`src/rtl/bist_pkg.sv`:
```
// Shared types and constants for the BIST sequencer and its signature compactor.
package bist_pkg;

  typedef enum logic [2:0] {
    ST_IDLE  = 3'd0,
    ST_SEED  = 3'd1,
    ST_RUN   = 3'd2,
    ST_DRAIN = 3'd3,
    ST_CHECK = 3'd4,
    ST_DONE  = 3'd5
  } state_e;

  // Deepest CUT response pipeline the capture delay line supports.
  localparam int LAT_MAX = 3;

  // MISR feedback taps, counted down from the MSB: sig[W-1] ^ sig[W-2].
  localparam int MISR_TAP_HI = 1;
  localparam int MISR_TAP_LO = 2;

endpackage

```
`src/rtl/bist_controller_misr.sv`:
```
// Multiple-input signature register: shifts left with XOR feedback from the two
// top bits and folds in the parallel input on every enabled cycle.
module misr
  import bist_pkg::*;
#(
  parameter int RESP_W = 4
) (
  input  logic              clk,
  input  logic              rst_n,
  input  logic              clr,
  input  logic              en,
  input  logic [RESP_W-1:0] d,
  output logic [RESP_W-1:0] sig
);

  logic [RESP_W-1:0] sig_q;
  logic [RESP_W-1:0] sig_d;

  function automatic logic [RESP_W-1:0] misr_next(input logic [RESP_W-1:0] s,
                                                   input logic [RESP_W-1:0] din);
    misr_next = {s[RESP_W-2:0], s[RESP_W-MISR_TAP_HI] ^ s[RESP_W-MISR_TAP_LO]} ^ din;
  endfunction

  // Clear wins over compaction so a new run always starts from zero.
  always_comb begin
    sig_d = sig_q;
    if (clr) begin
      sig_d = '0;
    end else if (en) begin
      sig_d = misr_next(sig_q, d);
    end else begin
      sig_d = sig_q;
    end
  end

  // Signature register.
  always_ff @(posedge clk or negedge rst_n) begin
    if (!rst_n) begin
      sig_q <= '0;
    end else begin
      sig_q <= sig_d;
    end
  end

  assign sig = sig_q;

endmodule

```
`src/rtl/bist_controller.sv`:
```
// BIST sequencer: seeds the pattern LFSR, runs NPAT patterns, compacts the CUT
// responses in a MISR and reports pass/fail through a start/busy/done handshake.
module bist_controller
  import bist_pkg::*;
#(
  parameter int                NBIT   = 4,
  parameter int                NPAT   = 15,
  parameter int                RESP_W = 4,
  parameter int                LAT    = 0,
  parameter logic [RESP_W-1:0] GOLDEN = '0
) (
  input  logic                       clk,
  input  logic                       rst_n,
  input  logic                       start,
  input  logic                       abort,
  input  logic [RESP_W-1:0]          cut_resp,
  output logic                       lfsr_rst,
  output logic                       lfsr_scan_in,
  output logic                       busy,
  output logic                       done,
  output logic                       pass,
  output logic [RESP_W-1:0]          signature,
  output logic [$clog2(NPAT+1)-1:0]  pat_cnt
);

  localparam int CNT_W    = $clog2(NPAT + 1);
  // An LFSR of NBIT bits has only 2^NBIT-1 distinct patterns before repeating.
  localparam int MAX_PAT  = (1 << NBIT) - 1;
  localparam int NPAT_EFF = (NPAT > MAX_PAT) ? MAX_PAT : NPAT;

  state_e             state_q, state_d;
  logic               busy_q, busy_d;
  logic               done_q, done_d;
  logic               pass_q, pass_d;
  logic [CNT_W-1:0]   cnt_q, cnt_d;
  logic [1:0]         drain_q, drain_d;
  logic               clr_s;
  logic               run_s;
  logic               cap_s;
  logic               abort_s;
  logic [RESP_W-1:0]  sig_s;

  assign run_s   = (state_q == ST_RUN);
  assign abort_s = abort && (state_q inside {ST_SEED, ST_RUN, ST_DRAIN, ST_CHECK});

  // Next-state and registered-output decode; abort overrides every transition.
  always_comb begin
    state_d = state_q;
    busy_d  = busy_q;
    done_d  = done_q;
    pass_d  = pass_q;
    cnt_d   = cnt_q;
    drain_d = drain_q;
    clr_s   = 1'b0;
    case (state_q)
      ST_IDLE, ST_DONE: begin
        if (start) begin
          state_d = ST_SEED;
          busy_d  = 1'b1;
          done_d  = 1'b0;
          pass_d  = 1'b0;
          cnt_d   = '0;
          clr_s   = 1'b1;
        end else begin
          state_d = state_q;
        end
      end
      ST_SEED: state_d = ST_RUN;
      ST_RUN: begin
        cnt_d   = cnt_q + {{(CNT_W-1){1'b0}}, 1'b1};
        drain_d = 2'd0;
        if (cnt_q == CNT_W'(NPAT_EFF - 1)) begin
          state_d = (LAT > 0) ? ST_DRAIN : ST_CHECK;
        end else begin
          state_d = ST_RUN;
        end
      end
      ST_DRAIN: begin
        drain_d = drain_q + 2'd1;
        if (drain_q == 2'(LAT - 1)) begin
          state_d = ST_CHECK;
        end else begin
          state_d = ST_DRAIN;
        end
      end
      ST_CHECK: begin
        pass_d  = (sig_s == GOLDEN);
        done_d  = 1'b1;
        busy_d  = 1'b0;
        state_d = ST_DONE;
      end
      default: state_d = ST_IDLE;
    endcase
    if (abort_s) begin
      state_d = ST_IDLE;
      busy_d  = 1'b0;
      done_d  = 1'b0;
      pass_d  = 1'b0;
    end else begin
      state_d = state_d;
    end
  end

  // Control state registers.
  always_ff @(posedge clk or negedge rst_n) begin
    if (!rst_n) begin
      state_q <= ST_IDLE;
      busy_q  <= 1'b0;
      done_q  <= 1'b0;
      pass_q  <= 1'b0;
      cnt_q   <= '0;
      drain_q <= 2'd0;
    end else begin
      state_q <= state_d;
      busy_q  <= busy_d;
      done_q  <= done_d;
      pass_q  <= pass_d;
      cnt_q   <= cnt_d;
      drain_q <= drain_d;
    end
  end

  // Capture enable trails the RUN cycles by the CUT latency.
  if (LAT == 0) begin : g_nodelay
    assign cap_s = run_s;
  end else begin : g_delay
    logic [LAT-1:0] vld_q;
    // Valid delay line, flushed on abort so no stale capture leaks into IDLE.
    always_ff @(posedge clk or negedge rst_n) begin
      if (!rst_n) begin
        vld_q <= '0;
      end else if (abort_s) begin
        vld_q <= '0;
      end else begin
        vld_q <= (vld_q << 1) | LAT'(run_s);
      end
    end
    assign cap_s = vld_q[LAT-1];
  end

  misr #(.RESP_W(RESP_W)) u_misr (
    .clk  (clk),
    .rst_n(rst_n),
    .clr  (clr_s),
    .en   (cap_s && !abort_s),
    .d    (cut_resp),
    .sig  (sig_s)
  );

  assign lfsr_rst     = (state_q != ST_RUN);
  assign lfsr_scan_in = 1'b0;
  assign busy         = busy_q;
  assign done         = done_q;
  assign pass         = pass_q;
  assign signature    = sig_s;
  assign pat_cnt      = cnt_q;

endmodule

```
`config.mk`:
```
export PLATFORM = sky130hd
export DESIGN_NAME = bist_controller
export DESIGN_NICKNAME = d
export VERILOG_FILES = /design/src/rtl/bist_pkg.sv /design/src/rtl/bist_controller_misr.sv /design/src/rtl/bist_controller.sv
export SDC_FILE = /design/constraint.sdc
export NUM_CORES = 1
export LEC_CHECK = 0
export CAP_MARGIN = 20
export CORE_MARGIN = 2
export CORE_UTILIZATION = 35
export CTS_CLUSTER_DIAMETER = 50
export DETAILED_ROUTE_END_ITERATION = 6
export GPL_ROUTABILITY_DRIVEN = 1
export GPL_TIMING_DRIVEN = 0
export SLEW_MARGIN = 20
export SYNTH_ARGS = -nofsm -noshare
export SYNTH_HDL_FRONTEND = slang
export SYNTH_HIERARCHICAL = 1
export SYNTH_SLANG_ARGS = --single-unit
```
`constraint.sdc`:
```
create_clock -name clk -period 1.9 [get_ports clk]
set_clock_uncertainty 0.05 [all_clocks]
set_input_delay 0.38 -clock clk [delete_from_list [all_inputs] [get_ports clk]]
set_output_delay 0.38 -clock clk [all_outputs]
set_load 0.05 [all_outputs]
```
==> results_dict.tcl <==
set metrics [dict create \
    p_seq_share_pct 30.0 \
    tns_ns 0 \
    final_common_cell "dfrtp_1" \
    arrival_ns 1.38 \
    r2r-start "state_q[0]" \
    grt_usage_pct 14.5 \
    via_count 815 \
    hpwl_um 1480 \
    drt_first_pass_iters 4 \
    cts_htree_levels 1 \
    antenna_found_initial 0 \
    n_antenna_cell 0 \
    placed_cells 145 \
    synth_edf_count 0 \
    synth_top_flop_cell "dfrtp_1" \
    synth.distinct_cells 38 \
    p_switching_mw 0.789 \
    synthTopCellsByArea "dfrtp_1, ha_1, nor2_1" \
    grt_overflow 0 \
    reg2reg_to "u_misr/sig[0]" \
    netlist.top_cell.by_area "dfrtp_1" \
    clk_pin_slew_worst_paths_ns 0.11 \
    async_reset_ff_share_pct 100 \
    numCtsBuffers 3 \
    power_switching_share_pct 45.4 \
    synth_cells 97 \
    cellPowerDensity_nw_per_um2 1400 \
    io_pins 21 \
    path_max_fanout 10 \
    wl_per_cell_um 13.3 \
    grt_max_degree 17 \
    gp_congestion 0.853 \
    reg2reg_slack_ns 0.17 \
    max-cap-violations 0 \
    io_buffers 18 \
    cts_tree "done" \
    irDropWorstVdd_mv 0.823 \
    crit_slowest_cell "dfrtp_1" \
    start_util_pct 37.5 \
    startpoint_type "register" \
    nets 137 \
    yosys_warnings 6 \
    max_slew_margin_pct 52.4 \
    period_share_pct 95.4 \
    fillers 268 \
    critical_path_class "register to output pin" \
    cp-endpoint "lfsr_rst" \
    final_antenna_net_count 0 \
    drt-total-wl_um 2060 \
    cts_sinks 16 \
    path_cells "buf_4, nor3b_4, inv_2, buf_6" \
    cp-startpoint "state_q[0]" \
    final_cell_mix "dfrtp_1, nor2_1, dlygate4sd2_1, buf_4, nand2_1" \
    rows 18 \
    avgSynthCellArea_um2 9.66 \
    seq_area_frac_synth_pct 42.7 \
    drc 0 \
    hold_path_class "input pin to asynchronous set/reset pin" \
    drive_above_1_share_pct 18.4 \
    cp.required_ns 1.47 \
    syn_to_final_growth_pct 32.2 \
    reg2reg_depth 8 \
    slew_viol_final 0 \
    synth-seq-cells 16 \
    fin_cells 155 \
    critPathMaxStageDelay_ns 0.39 \
    outcome "completed" \
    clk_latency_ns 0.30 \
    p_int_mw 0.951 \
    p_comb_share_pct 56.3 \
    fmax_mhz 552 \
    clock-root-buffer "clkbuf_4" \
    hold_viol 0 \
    grt_pass1_vias 764 \
    p_clk_share_pct 13.8 \
    tightest_slew_ns 0.712 \
    endpoint_kind "output pin" \
    syn_nets 108 \
    setup_viol 0 \
    leakage_nw 0.594 \
    netlist.area_leader.share_pct 42.7 \
    grt_pass1_wl_um 3540 \
    die_w_um 55.7 \
    coreArea_um2 2500 \
    syn_area_um2 937 \
    timing.final.crit_period_ns 1.81 \
    drtIter0Drc 4 \
    via_per_inst 5.26 \
    die_area_um2 3110 \
    hold_buffers 0 \
    fp.dieH_um 55.7 \
    cts_buffer_depth 2 \
]
-- metal layers --
metal  up-vias  wire [um]  global-route usage (%)
li1        394          -                       -
met1       394        919                    17.8
met2        25        990                    23.3
met3         2        128                    5.81
met4         0         16                    4.18
met5         -          0                       0
-- cell type report --
| type | count | area (um2) | share of cell area, % |
|---|---|---|---|
| Clock buffer | 4 | 36.3 | 2.93 |
| Multi-Input combinational cell | 70 | 487 | 39.3 |
| Timing Repair Buffer | 24 | 216 | 17.5 |
| Inverter | 5 | 18.8 | 1.52 |
| Buffer | 6 | 42.5 | 3.43 |
| Tap cell | 30 | 37.5 | 3.03 |
| Sequential cell | 16 | 400 | 32.3 |
-- what timing repair did --
| item | CTS | global route |
|---|---|---|
| setup buffers | 0 | 6 |
| endpoints found under the setup margin | 11 | 2 |
| gates resized for setup | 18 | 4 |
| pin swaps | 0 | 1 |
-- state kept, by name, indices dropped and copies added (netlist names) --
signal / flops
done: 1
u_misr/sig: 4
drain_q: 2
pass: 1
state_q: 3
pat_cnt: 4
busy: 1
-- cell families after synthesis --
kind of cell             after synthesis  share of synthesized area (%)
XOR/XNOR                               6                           7.21
buffers and inverters                 11                           6.01
other                                  1                          0.400
flip-flops                            16                           42.7
multiplexers                           2                           2.14
AO/OA/AOI/OAI                         21                           16.4
adder cells (fa/ha/maj)                3                           4.01
AND/OR/NAND/NOR                       37                           21.1
-- synth_stat cells (all sizes together), types with 3 or more instances --
cell type and n:
a21oi 3, buf 5, dfrtp 16, nor2b 4, ha 3, nor2 11, inv 5, a211oi 3
a31oi 4, nand2 9, xnor2 4, nand3 3
-- per-stage QoR --
| stage | area (um2) | power, mW | worst slack [ns] | utilization (%) | hold WS, ns |
|---|---|---|---|---|---|
| 6_report | 1240 | 1.74 | 0.0883 | 49.5 | 0.438 |
| 3_3_place_gp | 1150 | 1.43 | -0.238 | 46.2 | 0.413 |
| 4_1_cts | 1180 | 1.66 | -0.0210 | 47.4 | 0.441 |
| 5_1_grt | 1240 | 1.86 | -0.000340 | 49.5 | 0.462 |
| 2_1_floorplan | 937 | 1.19 | 0.242 | - | 0.0344 |
| 3_5_place_dp | 1150 | 1.44 | -0.240 | 46.2 | 0.417 |
-- power by group through the flow --
stage,logic (mW),clock network (mW),registers (mW)
final,0.979,0.239,0.521
after global routing,1.06,0.260,0.541
after CTS,0.882,0.243,0.532
after detailed placement,0.900,0,0.540
after global placement,0.891,0,0.536
after floorplan,0.479,0,0.710
-- worst min-delay path by stage --
stage / to / slack, ns / cells after the start / from
floorplan: busy / 0.03 / 0 / rst_n
finish: drain_q[0] / 0.44 / 1 / rst_n
global route: drain_q[1] / 0.46 / 2 / drain_q[1]
global placement: drain_q[1] / 0.41 / 2 / drain_q[1]
CTS: done / 0.44 / 2 / abort
detailed placement: drain_q[1] / 0.42 / 2 / drain_q[1]
-- critical path: cells and delay by family (launching register included) --
kind	cells	cell delay, ns
AND/OR/NAND/NOR	1	0.25
flip-flops	1	0.39
buffers and inverters	3	0.43
No activity file was read; power rests on OpenSTA's default activity.
==> RTL change: new RTL, config.mk and constraints unchanged <==
`NPAT`: 15 -> 30.
--- a/src/rtl/bist_controller.sv
+++ b/src/rtl/bist_controller.sv
@@ -6,3 +6,3 @@
   parameter int                NBIT   = 4,
-  parameter int                NPAT   = 15,
+  parameter int                NPAT   = 30,
   parameter int                RESP_W = 4,
Interface: changed (resized pat_cnt); port bits go from 21 to 22. The function was not compared with the original's and may differ.
==> RTL change against the original RTL <==
  * Total power grew 4.7%
  * Worst setup slack got worse by 0.058 ns
  * Register-to-register slack lost 0.08 ns
  * Area after synthesis grew 4.7%
  * Count of clock-buffer cells in the layout unchanged
  * Core utilization down 3.8 points
  * Sequential cell count grew 1
  * Global-route usage increased by 0.25 points
  * Critical path type unchanged
  * Wire length increased by 11%
  * Cell area is 0.10% higher
  * Largest power group unchanged
  * Cell count rose by 0.65%
  * Critical path depth down 1
==> RTL change: results (changes against the original RTL) <==
met3 wire len=83 um (-35%); Signal inverters=4 (-1); Max VDD drop=904.9 uV (+9.9%); Layout Cells excl Fill=156 (+0.65%); cell total after placement=150 (+3.4%); count of multi-input gates=72 (+2.9%); clock network area share=0.02119 (-0.008102); Slew @ Worst Pin=0.8172 ns (+0.1055 ns); input/output buffers=19 (+1); Syn Nets=111 (+2.8%); reg2reg path depth=7 (-1); Synth cell types=36 (-5.3%); outcome=finished, final reports clean; GRT met3 Usage=0.04082 (-0.01732); CTS Sinks=17 (+1); met2 Usage GRT=0.2381 (+0.005102); FF-to-FF Start=state_q[2]; HP Class=register to register; met1 track demand over resource=0.1873 (+0.009477); number of global-route vias before repair=817 (+6.9%); flip-flop and latch power=570 uW (+9.4%); Routed met2 length=1009 um (+1.9%); Compound-Gate Fraction of Synth Area=0.2015 (+0.03731); non-clock buffer contribution to total cell area=0.1907 (-0.01837); Routed WL per cell=14.56 um (+9.9%); fillers=291 (+8.6%); placed cell areas=1210 um^2 (+4.8%); Avg Vias per Cell=5.385 (+2.4%); Critical Path Fanout Max=8 (-2); Met1 Wirelength=1151 um (+25%); fraction of area in registers=0.3431 (+0.01986); GP Congestion=0.7829 (-8.2%)
[RTL change: changes by cell type in the layout (fill, tap and decap cells not counted), moves of 2 or more]
| cell | before | now |
|---|---|---|
| o21ai_0 | 0 | 4 |
| buf_4 | 9 | 4 |
| nor2b_1 | 4 | 2 |
| a21o_1 | 0 | 2 |
| buf_2 | 1 | 3 |
| or3_1 | 1 | 3 |
| dlygate4sd2_1 | 10 | 12 |
| nor2_1 | 10 | 6 |
| a21oi_1 | 3 | 5 |
| o211a_1 | 0 | 2 |
[RTL change: cells by family after synthesis]
family          count (synthesis)
xor+xnor                        6
other cells                     1
fa+ha+maj                       3
compound gates                 29
mux                             2
buf+inv                        11
flops                          17
simple gates                   31
[RTL change: critical path, cell delays in order (launching register included)]
cell,delay (ns)
dfrtp_1,0.40
buf_6,0.13
or3b_4,0.43
buf_6,0.17
[RTL change: what timing repair did]
action	4_1_cts	5_1_grt
pin swaps	1	1
endpoints found under the setup margin	13	1
buffers inserted	0	3
gates resized for setup	19	0
